$ cat src/rtl/vga_bounce_sdl.sv
// Bouncing-square test pattern with its own display timing generator; all outputs registered.
// Optional border overlay: define VGA_BOUNCE_BORDER_EN.

module display_timings #(
  parameter int CORDW    = 10,
  parameter int G_H_RES  = 640,
  parameter int G_V_RES  = 480,
  parameter int G_H_FP   = 16,
  parameter int G_H_SYNC = 96,
  parameter int G_H_BP   = 48,
  parameter int G_V_FP   = 10,
  parameter int G_V_SYNC = 2,
  parameter int G_V_BP   = 33
) (
  input  logic             i_clk,
  input  logic             i_rst_n,
  output logic [CORDW-1:0] o_sx,
  output logic [CORDW-1:0] o_sy,
  output logic             o_hsync,
  output logic             o_vsync,
  output logic             o_de
);
  localparam int H_TOT = G_H_RES + G_H_FP + G_H_SYNC + G_H_BP;
  localparam int V_TOT = G_V_RES + G_V_FP + G_V_SYNC + G_V_BP;
  localparam int H_SS  = G_H_RES + G_H_FP;
  localparam int V_SS  = G_V_RES + G_V_FP;

  always_ff @(posedge i_clk) begin
    if (!i_rst_n) begin
      o_sx <= '0;
      o_sy <= '0;
    end else if (o_sx == CORDW'(H_TOT - 1)) begin
      o_sx <= '0;
      o_sy <= (o_sy == CORDW'(V_TOT - 1)) ? '0 : o_sy + 1'b1;
    end else begin
      o_sx <= o_sx + 1'b1;
    end
  end

  // negative-polarity syncs
  assign o_hsync = ~((o_sx >= CORDW'(H_SS)) && (o_sx < CORDW'(H_SS + G_H_SYNC)));
  assign o_vsync = ~((o_sy >= CORDW'(V_SS)) && (o_sy < CORDW'(V_SS + G_V_SYNC)));
  assign o_de    = (o_sx < CORDW'(G_H_RES)) && (o_sy < CORDW'(G_V_RES));
endmodule

module vga_bounce_sdl #(
  parameter int          CORDW     = 10,
  parameter int          G_H_RES   = 640,
  parameter int          G_V_RES   = 480,
  parameter int          G_H_FP    = 16,
  parameter int          G_H_SYNC  = 96,
  parameter int          G_H_BP    = 48,
  parameter int          G_V_FP    = 10,
  parameter int          G_V_SYNC  = 2,
  parameter int          G_V_BP    = 33,
  parameter int          COLR_W    = 8,
  parameter int          SQ_SIZE   = 64,
  parameter int          SPEED     = 2,
  parameter int          FRAME_DIV = 1,
  parameter logic [11:0] FG_RGB    = 12'hFFF,
  parameter logic [11:0] BG_RGB    = 12'h137
) (
  input  logic              i_clk,
  input  logic              i_rst_n,
  input  logic              i_pause,
  output logic [CORDW-1:0]  sdl_sx,
  output logic [CORDW-1:0]  sdl_sy,
  output logic              sdl_de,
  output logic [COLR_W-1:0] sdl_r,
  output logic [COLR_W-1:0] sdl_g,
  output logic [COLR_W-1:0] sdl_b,
  output logic              o_h_sync,
  output logic              o_v_sync,
  output logic              o_frame
);
  localparam int DIV_W = (FRAME_DIV > 1) ? $clog2(FRAME_DIV) : 1;
  localparam int REP   = (COLR_W + 3) / 4;
  localparam logic [CORDW:0]   C_SPEED    = (CORDW+1)'(SPEED);
  localparam logic [CORDW:0]   C_SQ       = (CORDW+1)'(SQ_SIZE);
  localparam logic [CORDW:0]   C_X_MAX    = (CORDW+1)'(G_H_RES - SQ_SIZE);
  localparam logic [CORDW:0]   C_Y_MAX    = (CORDW+1)'(G_V_RES - SQ_SIZE);
  localparam logic [DIV_W-1:0] C_DIV_LAST = DIV_W'(FRAME_DIV - 1);

  logic [CORDW-1:0] w_sx, w_sy;
  logic             w_hs, w_vs, w_de, w_frame, w_in_sq, w_fg;
  logic [CORDW-1:0] r_qx, r_qy, w_qx_n, w_qy_n;
  logic             r_dx, r_dy, w_dx_n, w_dy_n;
  logic [CORDW:0]   w_x_up, w_y_up;
  logic [DIV_W-1:0] r_div;
  logic [11:0]      w_rgb;

  display_timings #(
    .CORDW(CORDW), .G_H_RES(G_H_RES), .G_V_RES(G_V_RES),
    .G_H_FP(G_H_FP), .G_H_SYNC(G_H_SYNC), .G_H_BP(G_H_BP),
    .G_V_FP(G_V_FP), .G_V_SYNC(G_V_SYNC), .G_V_BP(G_V_BP)
  ) u_timings (
    .i_clk(i_clk), .i_rst_n(i_rst_n), .o_sx(w_sx), .o_sy(w_sy),
    .o_hsync(w_hs), .o_vsync(w_vs), .o_de(w_de)
  );

  assign w_frame = (w_sx == '0) && (w_sy == CORDW'(G_V_RES));

  // one bounce step on both axes, evaluated at CORDW+1 bits
  always_comb begin
    w_qx_n = r_qx;
    w_dx_n = r_dx;
    w_qy_n = r_qy;
    w_dy_n = r_dy;
    w_x_up = {1'b0, r_qx} + C_SPEED;
    w_y_up = {1'b0, r_qy} + C_SPEED;
    if (r_dx) begin
      if (w_x_up >= C_X_MAX) begin
        w_qx_n = C_X_MAX[CORDW-1:0];
        w_dx_n = 1'b0;
      end else begin
        w_qx_n = w_x_up[CORDW-1:0];
      end
    end else if ({1'b0, r_qx} <= C_SPEED) begin
      w_qx_n = '0;
      w_dx_n = 1'b1;
    end else begin
      w_qx_n = r_qx - C_SPEED[CORDW-1:0];
    end
    if (r_dy) begin
      if (w_y_up >= C_Y_MAX) begin
        w_qy_n = C_Y_MAX[CORDW-1:0];
        w_dy_n = 1'b0;
      end else begin
        w_qy_n = w_y_up[CORDW-1:0];
      end
    end else if ({1'b0, r_qy} <= C_SPEED) begin
      w_qy_n = '0;
      w_dy_n = 1'b1;
    end else begin
      w_qy_n = r_qy - C_SPEED[CORDW-1:0];
    end
  end

  always_ff @(posedge i_clk) begin
    if (!i_rst_n) begin
      r_qx  <= '0;
      r_qy  <= '0;
      r_dx  <= 1'b1;
      r_dy  <= 1'b1;
      r_div <= '0;
    end else if (w_frame && !i_pause) begin
      if (r_div < C_DIV_LAST) begin
        r_div <= r_div + 1'b1;
      end else begin
        r_div <= '0;
        r_qx  <= w_qx_n;
        r_qy  <= w_qy_n;
        r_dx  <= w_dx_n;
        r_dy  <= w_dy_n;
      end
    end
  end

  assign w_in_sq = ({1'b0, w_sx} >= {1'b0, r_qx}) && ({1'b0, w_sx} < ({1'b0, r_qx} + C_SQ)) &&
                   ({1'b0, w_sy} >= {1'b0, r_qy}) && ({1'b0, w_sy} < ({1'b0, r_qy} + C_SQ));

`ifdef VGA_BOUNCE_BORDER_EN
  assign w_fg = w_in_sq || (w_sx == '0) || (w_sx == CORDW'(G_H_RES - 1)) ||
                (w_sy == '0) || (w_sy == CORDW'(G_V_RES - 1));
`else
  assign w_fg = w_in_sq;
`endif

  assign w_rgb = w_fg ? FG_RGB : BG_RGB;

  function automatic logic [COLR_W-1:0] f_expand(input logic [3:0] nib);
    logic [4*REP-1:0] rep;
    rep = {REP{nib}};
    return rep[4*REP-1 -: COLR_W];
  endfunction

  always_ff @(posedge i_clk) begin
    if (!i_rst_n) begin
      sdl_sx   <= '0;
      sdl_sy   <= '0;
      sdl_de   <= 1'b0;
      sdl_r    <= '0;
      sdl_g    <= '0;
      sdl_b    <= '0;
      o_h_sync <= 1'b1;
      o_v_sync <= 1'b1;
      o_frame  <= 1'b0;
    end else begin
      sdl_sx   <= w_sx;
      sdl_sy   <= w_sy;
      sdl_de   <= w_de;
      sdl_r    <= w_de ? f_expand(w_rgb[11:8]) : '0;
      sdl_g    <= w_de ? f_expand(w_rgb[7:4])  : '0;
      sdl_b    <= w_de ? f_expand(w_rgb[3:0])  : '0;
      o_h_sync <= w_hs;
      o_v_sync <= w_vs;
      o_frame  <= w_frame;
    end
  end
endmodule

$ cat config.mk
export PLATFORM = sky130hd
export DESIGN_NAME = vga_bounce_sdl
export DESIGN_NICKNAME = d
export VERILOG_FILES = /design/src/rtl/vga_bounce_sdl.sv
export SDC_FILE = /design/constraint.sdc
export NUM_CORES = 1
export LEC_CHECK = 0
export CAP_MARGIN = 10
export CORE_AREA = 4 4 125 127
export DETAILED_ROUTE_END_ITERATION = 8
export DIE_AREA = 0 0 129 131
export SYNTH_ARGS = -nofsm -noshare
export SYNTH_HDL_FRONTEND = slang
export SYNTH_SLANG_ARGS = --single-unit
$ cat constraint.sdc
create_clock -name i_clk -period 2.1 [get_ports i_clk]
set_input_delay 0.42 -clock i_clk [delete_from_list [all_inputs] [get_ports i_clk]]
set_output_delay 0.42 -clock i_clk [all_outputs]
set_load 0.02 [all_outputs]
==> results of run 1 <==
## registers in the layout (all words and copies together), names as in the netlist, 2 cells and up
signal,cells
r_qy,9
sdl_r,2
u_timings.o_sx,10
u_timings.o_sy,10
sdl_sx,10
sdl_sy,10
r_qx,9
## kinds of logic (layout without fill, tap and decap cells)
family                   after synthesis  after routing  share of synthesized area [%]
AND/OR/NAND/NOR                      189            189                           24.1
AO/OA/AOI/OAI                        129            129                           18.8
buffers and inverters                 79            191                           8.98
flip-flops                            66             66                           30.9
adder cells (fa/ha/maj)               42             42                           12.3
XOR/XNOR                              24             24                           4.92
## layout make-up
type                       instances  area share (%)
inverter                          32            1.99
clock inverter                     7            2.07
sequential                        66            22.2
tap                              184            3.81
clock buffer                       9            3.73
multi-input combinational        384            46.0
timing repair buffer             143            20.3
## repair_timing
action / CTS / global route
resized for setup: 22 / 37
pin swaps: 7 / 14
buffers inserted: 2 / 1
endpoints found under the setup margin: 16 / 27
hold buffers: 0 / 0
## per-stage QoR
stage / setup slack, ps / hold WS (ps) / utilization (%) / setup TNS [ps]
6_report: -50.8 / 533 / 41.9 / -203
5_1_grt: -174 / 553 / 41.9 / -1160
2_1_floorplan: -108 / 442 / - / -420
4_1_cts: -88.4 / 561 / 40.8 / -505
3_3_place_gp: -134 / 521 / 37.8 / -1110
3_5_place_dp: -177 / 545 / 37.8 / -1660
## power groups by stage
stage | Clock [µW] | Combinational, µW | Sequential [µW]
floorplan | 0 | 254 | 1330
global placement | 0 | 391 | 1320
global route | 1880 | 435 | 1300
finish | 1800 | 406 | 1290
detailed placement | 0 | 393 | 1320
CTS | 1830 | 400 | 1290
## Yosys cell counts (all sizes together), types with 3 or more instances
library cell,count
nand2,23
and3,10
o21a,7
nor2b,7
and4b,3
clkbuf,21
or3,7
a2111oi,3
or4,3
inv,32
or4b,3
xnor2,16
dfxtp,66
a31oi,7
a21o,8
nand2b,3
nor3,17
nand3,26
and2,19
buf,26
ha,42
nor4,5
o211ai,5
a211oi,5
o31ai,4
xor2,8
o21ai,35
a21oi,37
nor2,43
nand4,12
## final timing paths
check             cells past startpoint  endpoint  slack (ps)               from
setup / recovery                      5   r_qy[6]         -50  u_timings.o_sx[7]
hold / removal                        2   r_qx[1]         530            r_qx[1]
setup reg to reg                      5   r_qy[6]         -50  u_timings.o_sx[7]
hold reg to reg                       2   r_qx[1]         530            r_qx[1]
## layer usage
layer / global-route usage (%) / share of wire, % / vias up / wire length (µm)
met5: 0 / 0 / - / 0
met4: 8.34 / 3.1 / 0 / 408
met3: 2.97 / 5.3 / 30 / 704
met2: 25.2 / 46 / 116 / 6100
met1: 20.8 / 46 / 2014 / 6070
li1: - / - / 2088 / -
## worst register-to-register path: cells and delay by family (launching register included)
kind / cells / cell delay, ps
compound gates: 1 / 180
flops: 1 / 320
simple gates: 4 / 1590
==> results.yml, run 1 <==
outcome:
  status: "finished with violations"
  violations: "setup timing"
layout:
  syn_to_final_growth_pct: 41.3
  layout.cells.non_filler: 825
  final-seq-area_mm2: 0.00134
  fill_cells: 1414
  final_cell_mix: "buf_4, dfxtp_1, clkdlybuf4s50_1"
  n_antenna_cell: 0
  multi_input_area_mm2: 0.00278
  nNetsFinal: 681
  layout_commonest_cell: "buf_4"
  fin_area_mm2: 0.00604
  final_layout_size_suffix_gt1_share_pct: 25.4
grt:
  grt_overflow: 0
  antenna_found_initial: 0
  first_global_vias: 4260
  track_usage_pct: 15.9
  grt_max_degree: 22
  grt_pass1_wl_um: 21100
clocking:
  clock-sinks: 66
  path_clk_slew_ps: 60
  clk_latency_ps: 350
  cts_buffers: 9
  clockBufferDepth: 2
  cts_root_buffer: "clkbuf_16"
  cts_tree: "built"
  h-tree-depth: 3
timing:
  report.final.hold_viol_count: 0
  report.final.slew_viol_count: 0
  clock_skew_ps: 10.1
  relSlewSlack_pct: 69.0
  fin_ws_ps: -50.8
  finalSetupViolCount: 7
  worst_pin_slew_ps: 461
  max_freq_ghz: 0.465
  finalCritPeriodShare_pct: 102
  min_period_ps: 2150
  rsz0062_at_grt: "true"
detailed_routing:
  drc: 0
  drtIter0Drc: 236
  dr.pass1.iters: 4
  wl_per_cell_um: 16.1
  wl_um: 13300
  vias_per_cell: 5.15
  ant_nets: 0
  vias: 4248
synthesis:
  synth_cell_types: 56
  ys_seq_area_share_pct: 30.9
  synth_fp_nets: 574
  synth_top_area_share_pct: 30.9
  synthCells: 529
  ys_ff_latch: 66
  synth-edff-count: 0
  synth_area_leaders: "dfxtp_1, ha_1, a21oi_1"
  synth_flop_cell: "dfxtp_1"
  synth_warnings: 0
  yosysTopAreaCell: "dfxtp_1"
  synthArstFlopShare_pct: 0
  syn_area_mm2: 0.00428
  syn_area_per_cell_um2: 8.08
floorplan:
  num_rows: 44
  dieArea_mm2: 0.0169
  ioPinCount: 51
  fp.coreArea_mm2: 0.0144
  die_h_um: 131
  initial_utilization_pct: 29.6
  die_width_um: 129
worst_setup_path:
  start_kind: "register"
  crit_family: "simple AND/OR/NAND/NOR gates"
  criticalPathCategory: "reg2reg"
  crit_path_end_kind: "register"
  critical-path-slowest-cell: "or4_4"
  path_max_fanout: 2
  critPathArrivalTime_ps: 2420
  worst_path_most_repeated_cell: "or3_4"
  cp_num_buf_inv: 0
  max_stage_delay_ps: 450
  cp_cell_sequence: "or3_4 -> or3_4 -> or4_4 -> or4_1 -> a31oi_1"
  required_ps: 2370
pwr:
  leakage_uw: 0.00244
  combPwrFrac_pct: 11.6
  ir_worst_vdd_mv: 0.393
  internal-power_uw: 2630
  switchingPower_uw: 873
  p_total_uw: 3500
  clkPwrFrac_pct: 51.5
  seqPwrFrac_pct: 36.9
  switching_share_pct: 24.9
  power_density_mw_per_mm2: 580
place:
  post-dp-hpwl_um: 9720
  port_buffers: 50
  dp.cells: 807
  routabilityCongestion: 0.905
  dpl_cell_area_mm2: 0.00546
run:
  max-cap-violations: 0
hold_path:
  min_path_type: "reg2reg"
Note: power is estimated with default switching activity, not from simulation.
==> run 2, diff against run 1 <==
CTS_CLUSTER_SIZE = 14   (was default)
==> results of run 2 <==
No change in the layout: final DEF, timing and power equal those of run 1.
==> run 3, diff against run 2 <==
PLACE_DENSITY_LB_ADDON = 0.3   (was default)
TNS_END_PERCENT = 50   (was default)
==> run 3 against run 2 <==
Against the previous run:
- the run still ends with setup timing left
- register-to-register slack worse by 90 ps
- final cell count grew 1.6%
- via count grew 1.5%
- sequential share of layout area is 0.25 points lower
- combinational power grew 5.7%
- clock power is 9% lower
==> results.yml, run 3 (synthesized netlist as in run 1, its figures left out) <==
pwr:
  ir_worst_vdd_mv: 0.404
  p_total_uw: 3360
  power_density_mw_per_mm2: 552
  leakage_uw: 0.00251
timing:
  report.final.hold_viol_count: 0
  clock_skew_ps: 4.05
  timing.hold.ws_ps: 536
  finalSetupViolCount: 13
  rsz0062_at_grt: "true"
  fin_ws_ps: -138
  min_period_ps: 2240
  relSlewSlack_pct: 64.0
  finalCritPeriodShare_pct: 107
  max_freq_ghz: 0.447
  report.final.slew_viol_count: 0
  worst_pin_slew_ps: 535
detailed_routing:
  ant_nets: 0
  dr.pass1.iters: 5
  vias: 4312
  drc: 0
  vias_per_cell: 5.15
  wl_um: 13100
  drtIter0Drc: 250
  wl_per_cell_um: 15.6
clocking:
  hold_buffers: 0
  clk_latency_ps: 340
  cts_tree: "built"
  clockBufferDepth: 2
  cts_buffers: 9
  cts_root_buffer: "clkbuf_16"
  clock-sinks: 66
  path_clk_slew_ps: 60
  h-tree-depth: 3
floorplan:
  ioPinCount: 51
  die_h_um: 131
  fp.coreArea_mm2: 0.0144
  die_width_um: 129
  num_rows: 44
  dieArea_mm2: 0.0169
  initial_utilization_pct: 29.6
worst_setup_path:
  path_max_fanout: 19
  critPathArrivalTime_ps: 2510
  required_ps: 2370
  criticalPathCategory: "reg2reg"
  start_kind: "register"
  crit_path_end_kind: "register"
place:
  routabilityCongestion: 0.932
  post-dp-hpwl_um: 9690
  port_buffers: 50
grt:
  grt_max_degree: 20
  grt_overflow: 0
  first_global_vias: 4161
  antenna_found_initial: 0
  grt_pass1_wl_um: 21000
  track_usage_pct: 15.7
layout:
  nNetsFinal: 694
  layout_commonest_cell: "buf_4"
  final_layout_size_suffix_gt1_share_pct: 26.0
  final_cell_mix: "buf_4, dfxtp_1, clkdlybuf4s50_1"
  n_antenna_cell: 0
  syn_to_final_growth_pct: 42.5
outcome:
  status: "finished with violations"
  violations: "setup timing"
hold_path:
  min_path_type: "reg2reg"
run:
  max-cap-violations: 0
==> run 3: worst paths after layout <==
path	start	end	depth (start not counted)	slack [ps]
setup / recovery	u_timings.o_sx[7]	r_qx[5]	7	-140
hold / removal	u_timings.o_sx[0]	u_timings.o_sx[0]	2	540
setup reg to reg	u_timings.o_sx[7]	r_qx[5]	7	-140
hold reg to reg	u_timings.o_sx[0]	u_timings.o_sx[0]	2	540
==> run 3: final cells by class <==
class | instances | area, µm²
tap | 184 | 230
multi-input combinational | 384 | 2770
timing repair buffer | 156 | 1320
clock buffer | 9 | 225
inverter | 32 | 120
fill | 1442 | 8330
clock inverter | 7 | 92.6
sequential | 66 | 1340
==> run 3: timing repair <==
action | in CTS | in global routing
pin swaps | 6 | 11
hold endpoints to repair | 0 | 0
cloned | 0 | 0
setup buffers | 2 | 7
setup endpoints to repair | 15 | 22
resized for setup | 10 | 42
==> run 3: worst max-delay path, cell delays in order (launching register included) <==
cell	delay (ps)
dfxtp_2	320
or3_4	370
or3_4	330
or4_4	530
buf_12	180
nor3_2	160
o211ai_1	100
a31oi_1	160
==> run 3: stage by stage <==
step	setup TNS (ps)	setup WS [ps]	instances	area [µm²]	util (%)
3_5_place_dp	-1360	-237	813	5500	38.1
5_1_grt	-2330	-224	838	6090	42.3
6_report	-1110	-138	838	6090	42.3
4_1_cts	-895	-125	831	5870	40.7
3_3_place_gp	-786	-122	813	5500	38.1
2_1_floorplan	-405	-108	529	4320	-
==> run 3: per-layer routing <==
metal	wire, µm	vias to the layer above	GRT usage (%)
li1	-	2114	-
met3	673	24	2.40
met5	0	-	0
met2	6260	144	25.7
met4	263	0	6.55
met1	5910	2030	20.7
==> run 3: report_power, final <==
part,switching (µW),total [µW],internal (µW),leakage (µW)
clock,600,1640,1040,0.000160
combinational,217,429,212,0.00181
sequential,24.4,1290,1270,0.000539
